## config.mk

```make
export PLATFORM = sky130hd
export DESIGN_NAME = hazard_ctrl
export DESIGN_NICKNAME = d
export VERILOG_FILES = /design/src/rtl/hazard_ctrl.sv
export SDC_FILE = /design/constraint.sdc
export NUM_CORES = 1
export LEC_CHECK = 0
export BUFFER_PORTS_ARGS = -buffer_cell sky130_fd_sc_hd__buf_2
export CORE_MARGIN = 2
export CORE_UTILIZATION = 44
export CTS_CLUSTER_DIAMETER = 80
export DETAILED_ROUTE_END_ITERATION = 7
export PLACE_DENSITY = 0.77
export SYNTH_ARGS = -nofsm -noshare
export SYNTH_HDL_FRONTEND = slang
export SYNTH_SLANG_ARGS = --single-unit
```

## constraint.sdc

```tcl
create_clock -name clk_i -period 2.1 [get_ports clk_i]
set_input_delay 0.42 -clock clk_i [delete_from_list [all_inputs] [get_ports clk_i]]
set_output_delay 0.42 -clock clk_i [all_outputs]
set_load 0.01 [all_outputs]
```

## src/rtl/hazard_ctrl.sv

```systemverilog
// hazard_ctrl: IF/ID/EX stall, flush and bubble sequencing for the 5-stage RV32I pipeline
// Ports:
//   clk_i, rst_i (async, active-high), start_i    clock, reset, leave IDLE
//   id_instr_i                                    instruction in IF/ID
//   idex_memread_i, idex_rd_i, idex_is_mul_i      ID/EX stage state
//   branch_taken_i                                ID-resolved taken branch
//   pc_write_o, ifid_write_o, ifid_flush_o        PC / IF/ID controls
//   idex_bubble_o, ex_hold_o, exmem_bubble_o      ID/EX / EX/MEM controls
//   state_o, stall_cnt_o                          FSM state, saturating stall counter
module hazard_ctrl #(
    parameter int MUL_LAT = 4,
    parameter int CNT_W   = 16
) (
    input  logic             clk_i,
    input  logic             rst_i,
    input  logic             start_i,
    input  logic [31:0]      id_instr_i,
    input  logic             idex_memread_i,
    input  logic [4:0]       idex_rd_i,
    input  logic             idex_is_mul_i,
    input  logic             branch_taken_i,
    output logic             pc_write_o,
    output logic             ifid_write_o,
    output logic             ifid_flush_o,
    output logic             idex_bubble_o,
    output logic             ex_hold_o,
    output logic             exmem_bubble_o,
    output logic [1:0]       state_o,
    output logic [CNT_W-1:0] stall_cnt_o
);
    localparam int MCW   = $clog2(MUL_LAT) + 1;
    localparam bit MULTI = MUL_LAT > 1;
    typedef enum logic [1:0] {IDLE = 2'b00, RUN = 2'b01, MUL_BUSY = 2'b10} state_t;
    state_t         state, state_nx;
    logic [MCW-1:0] cnt, cnt_nx;
    logic [6:0]     opc;
    logic           rs1_used, rs2_used, load_use;
    assign opc      = id_instr_i[6:0];
    assign rs1_used = opc inside {7'b0110011, 7'b0010011, 7'b0000011, 7'b0100011, 7'b1100011};
    assign rs2_used = opc inside {7'b0110011, 7'b0100011, 7'b1100011};
    assign load_use = idex_memread_i && idex_rd_i != 5'd0 &&
                      ((rs1_used && id_instr_i[19:15] == idex_rd_i) ||
                       (rs2_used && id_instr_i[24:20] == idex_rd_i));
    assign state_o  = state;
    always_comb begin
        pc_write_o     = 1'b0;
        ifid_write_o   = 1'b0;
        ifid_flush_o   = 1'b0;
        idex_bubble_o  = 1'b0;
        ex_hold_o      = 1'b0;
        exmem_bubble_o = 1'b0;
        state_nx       = state;
        cnt_nx         = cnt;
        if (state == IDLE) begin
            idex_bubble_o = 1'b1;
            state_nx      = start_i ? RUN : IDLE;
        end else if ((state == RUN && idex_is_mul_i && MULTI) || (state == MUL_BUSY && cnt != '0)) begin
            // MUL still occupies EX: freeze the front end and starve EX/MEM
            ex_hold_o      = 1'b1;
            exmem_bubble_o = 1'b1;
            state_nx       = MUL_BUSY;
            cnt_nx         = (state == RUN) ? MCW'(MUL_LAT - 2) : cnt - 1'b1;
        end else begin
            // RUN, or the final MUL EX cycle: ordinary hazard resolution
            state_nx = RUN;
            if (load_use) begin
                idex_bubble_o = 1'b1;
            end else begin
                pc_write_o   = 1'b1;
                ifid_write_o = 1'b1;
                ifid_flush_o = branch_taken_i;
            end
        end
    end
    always_ff @(posedge clk_i or posedge rst_i) begin
        if (rst_i) begin
            state       <= IDLE;
            cnt         <= '0;
            stall_cnt_o <= '0;
        end else begin
            state <= state_nx;
            cnt   <= cnt_nx;
            if (state != IDLE && !pc_write_o && stall_cnt_o != '1)
                stall_cnt_o <= stall_cnt_o + 1'b1;
        end
    end
endmodule
```

# --- After elaboration in Yosys (flattened, before gate mapping) ---
# Index checks and enable logic that the tools add are counted.
word_totals:
  reg_bits: 21
  latchBits: 0
  ramBits: 0
  rom_bits: 0
  inputBits: 43
  output_inout_bits: 24
  word_cells: 49
  n_memories: 0
classes:
  n_addsub: 2
  mul: 0
  n_div: 0
  magnitude_cmp: 0
  eq_ne: 10
  n_shift: 0
  muxes: 15
  bitwise: 1
  reduce_logical: 18
op_table:
  columns: ["op", "n"]
  rows:
  - ["$add A16 B1 Y16 const B", 1]
  - ["$ne A16 B16 Y1 const B", 1]
  - ["$eq A7 B6 Y1 const B", 2]
  - ["$mux W1", 12]
  - ["$eq A5 B5 Y1", 2]
  - ["$reduce_bool A5 Y1", 2]
  - ["$logic_and A1 B1 Y1", 8]
  - ["$eq A7 B2 Y1 const B", 1]
  - ["$eq A7 B5 Y1 const B", 1]
  - ["$eq A7 B7 Y1 const B", 1]
  - ["$reduce_bool A3 Y1", 2]
  - ["$mux W2", 2]
  - ["$mux W3", 1]
  - ["$sub A3 B1 Y3 const B", 1]
  - ["$eq A2 B1 Y1 const B", 1]
  - ["$eq A2 B2 Y1 const B", 1]
  - ["$logic_not A2 Y1", 1]
  - ["$logic_or A1 B1 Y1", 2]
  - ["$reduce_and A2 Y1", 1]
  - ["$reduce_bool A2 Y1", 1]
  - ["$logic_not A1 Y1", 1]
  - ["$not A1 Y1", 1]

# --- Longest topological paths before layout ---
depth:
  depth_word: 11
  ltp_mapped: 10
  depth_no_buf: 9

# --- Worst setup path after synthesis ---
# Ideal clock, no wire load.
synth_timing:
  kind: "input port to output port"
  from: "input idex_rd_i[1]"
  to: "output pc_write_o"
  arrival_time_ns: 1.650
  t_required_ns: 1.680
  path_slack_ns: 0.030
  stages: 6
  path_buffers: 1
  cell_sequence: "or4_1 -> nor2_1 -> a211oi_2 -> a21oi_1 -> and2_1 -> buf_4"
synth_via:
  elab_chain_len: 7
  word_cells_on_any_way: 11
  classes_between: "2 x eq/ne; 3 x mux; 6 x reduce/logical"
synth_rtl:
  columns: ["element", "line", "source"]
  rows:
  - ["from (decl)", "19", "input logic [4:0] idex_rd_i,"]
  - ["$eq A5 B5 Y1, on equally long branches", "42, 43", null]
  - ["$logic_and A1 B1 Y1, on equally long branches", "42, 43", null]
  - ["$logic_or A1 B1 Y1", "42", "((rs1_used && id_instr_i[19:15] == idex_rd_i) ||"]
  - ["$logic_and A1 B1 Y1 *", "41", "assign load_use = idex_memread_i && idex_rd_i != 5'd0 &&"]
  - ["$mux W1 * (3 in series)", null, null]
  - ["to (decl)", "22", "output logic pc_write_o,"]
# Every way passes the cells marked *; elsewhere a longest branch is shown, timed or not.

# --- Worst setup path in the final report ---
layout_timing:
  from: "input idex_rd_i[3]"
  to: "output ifid_flush_o"
layout_via:
  elab_chain_len: 7
  word_cells_on_any_way: 11
  classes_between: "2 x eq/ne; 3 x mux; 6 x reduce/logical"
layout_rtl:
  columns: ["element", "line", "source"]
  rows:
  - ["$eq A5 B5 Y1, on equally long branches", "42, 43", null]
  - ["$logic_and A1 B1 Y1, on equally long branches", "42, 43", null]
  - ["$logic_or A1 B1 Y1", "42", null]
  - ["$logic_and A1 B1 Y1 *", "41", null]
  - ["$mux W1 *", "66", "if (load_use) begin"]
  - ["$mux W1 *", "57", "end else if ((state == RUN && idex_is_mul_i && MULTI) || (state == MUL_BUSY && cnt != '0)) begin"]
  - ["$mux W1 *", "54", "if (state == IDLE) begin"]
  - ["to (decl)", "24", "output logic ifid_flush_o,"]
# Marks and branches as above.

==> run metrics <==
clock latency on the worst-skew pair 0.30 ns; ys flop type dfrtp_1; pwr/cell area 1010 mW/mm2; Startpoint Class input port; pre-CTS WS -0.127 ns; slew of the pin with the lowest slew margin 0.759 ns; # rows 19; drt wl/cell 14.2 um; Clock Tree Root clkbuf_4; f_max 0.472 GHz; Reg2Reg Depth 10; Area after DPL 0.00159 mm2; cell area after synthesis 0.00125 mm2; # port buffers 51; detailed placer's ending HPWL 2270 um; max-slew violation count 0; GRT Total Usage 19.4%; # DRC 0; Gate Count Post-Synth 129; placed insts 216; hold_buf cts 0; CTS tree done; Critical Path Stages 7; Final Cycle Share 101%; RSZ-0062 raised after global routing yes; vias per cell 5.32; average cell area after synthesis 9.70 um2; failing checks setup timing; Min Hold Slack 0.233 ns; final setup fails 1; Synth Register Bits 21; met2 Usage GRT 32.3%; design area 0.00177 mm2; starting density of the core 45.8%; met1 GRT Util 25.4%; Overall Power 1.78 mW; fin cells 226; final wirelength 3220 um; EDFF count, synth 0; pin count of the biggest net entering global routing 22; Final Hold Viols 0; CTS buffer count 3; area delta synth->final 41.1%; via count 1,203; Slew Limit Headroom 49.4%; grt total ovfl 0; clock tree buffer depth 2; first-pass GRT wire length 5000 um; Worst path top cell family by delay simple AND/OR/NAND/NOR gates; register area share after synthesis 42.0%; share of layout cells above drive strength 1 46.7%; Final Util 64.6%; Worst Hold Class input port to asynchronous set/reset pin; Die Ht 57.3 um; gpl congestion 0.740; DRT iter0 DRCs 38; core area 0.00273 mm2; Routed Antenna Nets 0; Crit path required time 1.68 ns; Crit path arrival time 1.70 ns; die area 0.00329 mm2; clock sinks 21; Reg clk slew, reported paths 0.11 ns; skew final 0.000902 ns; number of iterations in the first detailed-routing pass 4; Max H-tree Level 1; minimum clock period after layout 2.12 ns; kind of critical path input port to output pin; Max-Cap Viols 0; worst-case vdd ir drop 0.749 mV; GR Layer Usage met3 2.95%; worst-path fanout max 3; # IOs 67; slowest CP cell or4_4; busiest grt layer met2; Antenna diodes 0; ys async rst share 100%; Die Wd 57.3 um; crit-path cells buf_6, or4_4, nor2_4, a211oi_2, a21oi_2, and3_1, buf_2; NumNets Final 242; delay of the slowest cell on the worst path 0.54 ns; static leakage 0.907 nW; synth warn 0; setup TNS -0.0204 ns; vias in the first global route 1,113; Fillers 221; initial antenna violation count 0; Buf/Inv on CP 2; CP Capture Type output pin; final setup margin -0.0204 ns; syn nets 175; status finished with violations; Cell variety after synth 35
## state kept, by name, summed over array words and instances (netlist names)
name / flops
stall_cnt_o: 16
state_o: 2
cnt: 3
## cell families (layout without fill, tap and decap cells)
group           count (synthesis)  count (layout)  share of synthesized area (%)
simple gates                   58              58                           24.9
xor+xnor                       25              25                           17.5
flops                          21              21                           42.0
buf+inv                        11              77                           4.30
compound gates                 10              10                           7.10
fa+ha+maj                       3               3                           3.00
mux                             1               1                           1.20
## synthesized netlist by cell type (2+ instances only)
master    count  share of area [%]
dfrtp_1      21                 42
xor2_1       15                 11
xnor2_1      10                7.0
nand2_1       9                2.7
nor2_1        9                2.7
nor3_1        9                3.6
nand3_1       7                2.8
inv_1         5                1.5
nand4_1       4                2.0
nor4_1        4                2.0
and3_1        3                1.5
buf_4         3                1.8
ha_1          3                3.0
nand2b_1      3                1.5
a21oi_1       2               0.80
a221oi_1      2                1.4
nor2b_1       2                1.0
## area by class of cell
type	instances	area, um2	area share [%]
Multi-Input combinational cell	97	751	42.5
Tap cell	31	38.8	2.20
Timing Repair Buffer	67	400	22.7
Inverter	6	22.5	1.28
Clock buffer	3	22.5	1.28
Sequential cell	21	526	29.8
Clock inverter	1	5.00	0.283
## what timing repair did
item	in CTS	in global routing
setup endpoints to repair	6	11
gates resized for setup	10	12
pin swaps	8	8
setup buffers	5	1
hold endpoints to repair	0	0
## metal layers
layer / vias up / part of all wire, %
li1: 581 / -
met1: 565 / 41
met2: 50 / 50
met3: 7 / 6.8
met4: 0 / 2.1
met5: - / 0
## power breakdown
part	internal, mW	leakage, nW	switching, mW
Combinational	0.476	0.615	0.486
Clock	0.0711	0.0177	0.115
Sequential	0.497	0.275	0.141
Total	1.04	0.907	0.741
## path summary, 6_finish.rpt
kind | slack, ns | end | startpoint
setup / recovery | -0.02 | ifid_flush_o | idex_rd_i[3]
hold / removal | 0.23 | stall_cnt_o[13]$_DFFE_PP0P_ | rst_i
setup reg to reg | 0.12 | stall_cnt_o[1]$_DFFE_PP0P_ | cnt[0]$_DFFE_PP0P_
hold reg to reg | 0.50 | stall_cnt_o[13]$_DFFE_PP0P_ | stall_cnt_o[13]$_DFFE_PP0P_
max in group asynchronous | 1.39 | cnt[0]$_DFFE_PP0P_ | rst_i
min in group clk_i | 0.37 | state_o[0]$_DFF_PP0_ | start_i
## cells in the final DEF (no fill, tap or decap), types with 3 or more instances in the layout
master	Yosys	final
inv_1	5	3
nand2b_1	3	3
nand3_1	7	7
inv_2	1	3
xnor2_1	10	10
nor3_1	9	8
buf_6	0	4
nor4_2	0	3
dfrtp_1	21	21
nand2_1	9	9
buf_4	3	16
clkbuf_4	0	3
xor2_1	15	15
nor2_1	9	8
and3_1	3	3
nand4_1	4	4
buf_2	1	47
No activity file was read; power rests on OpenSTA's default activity.
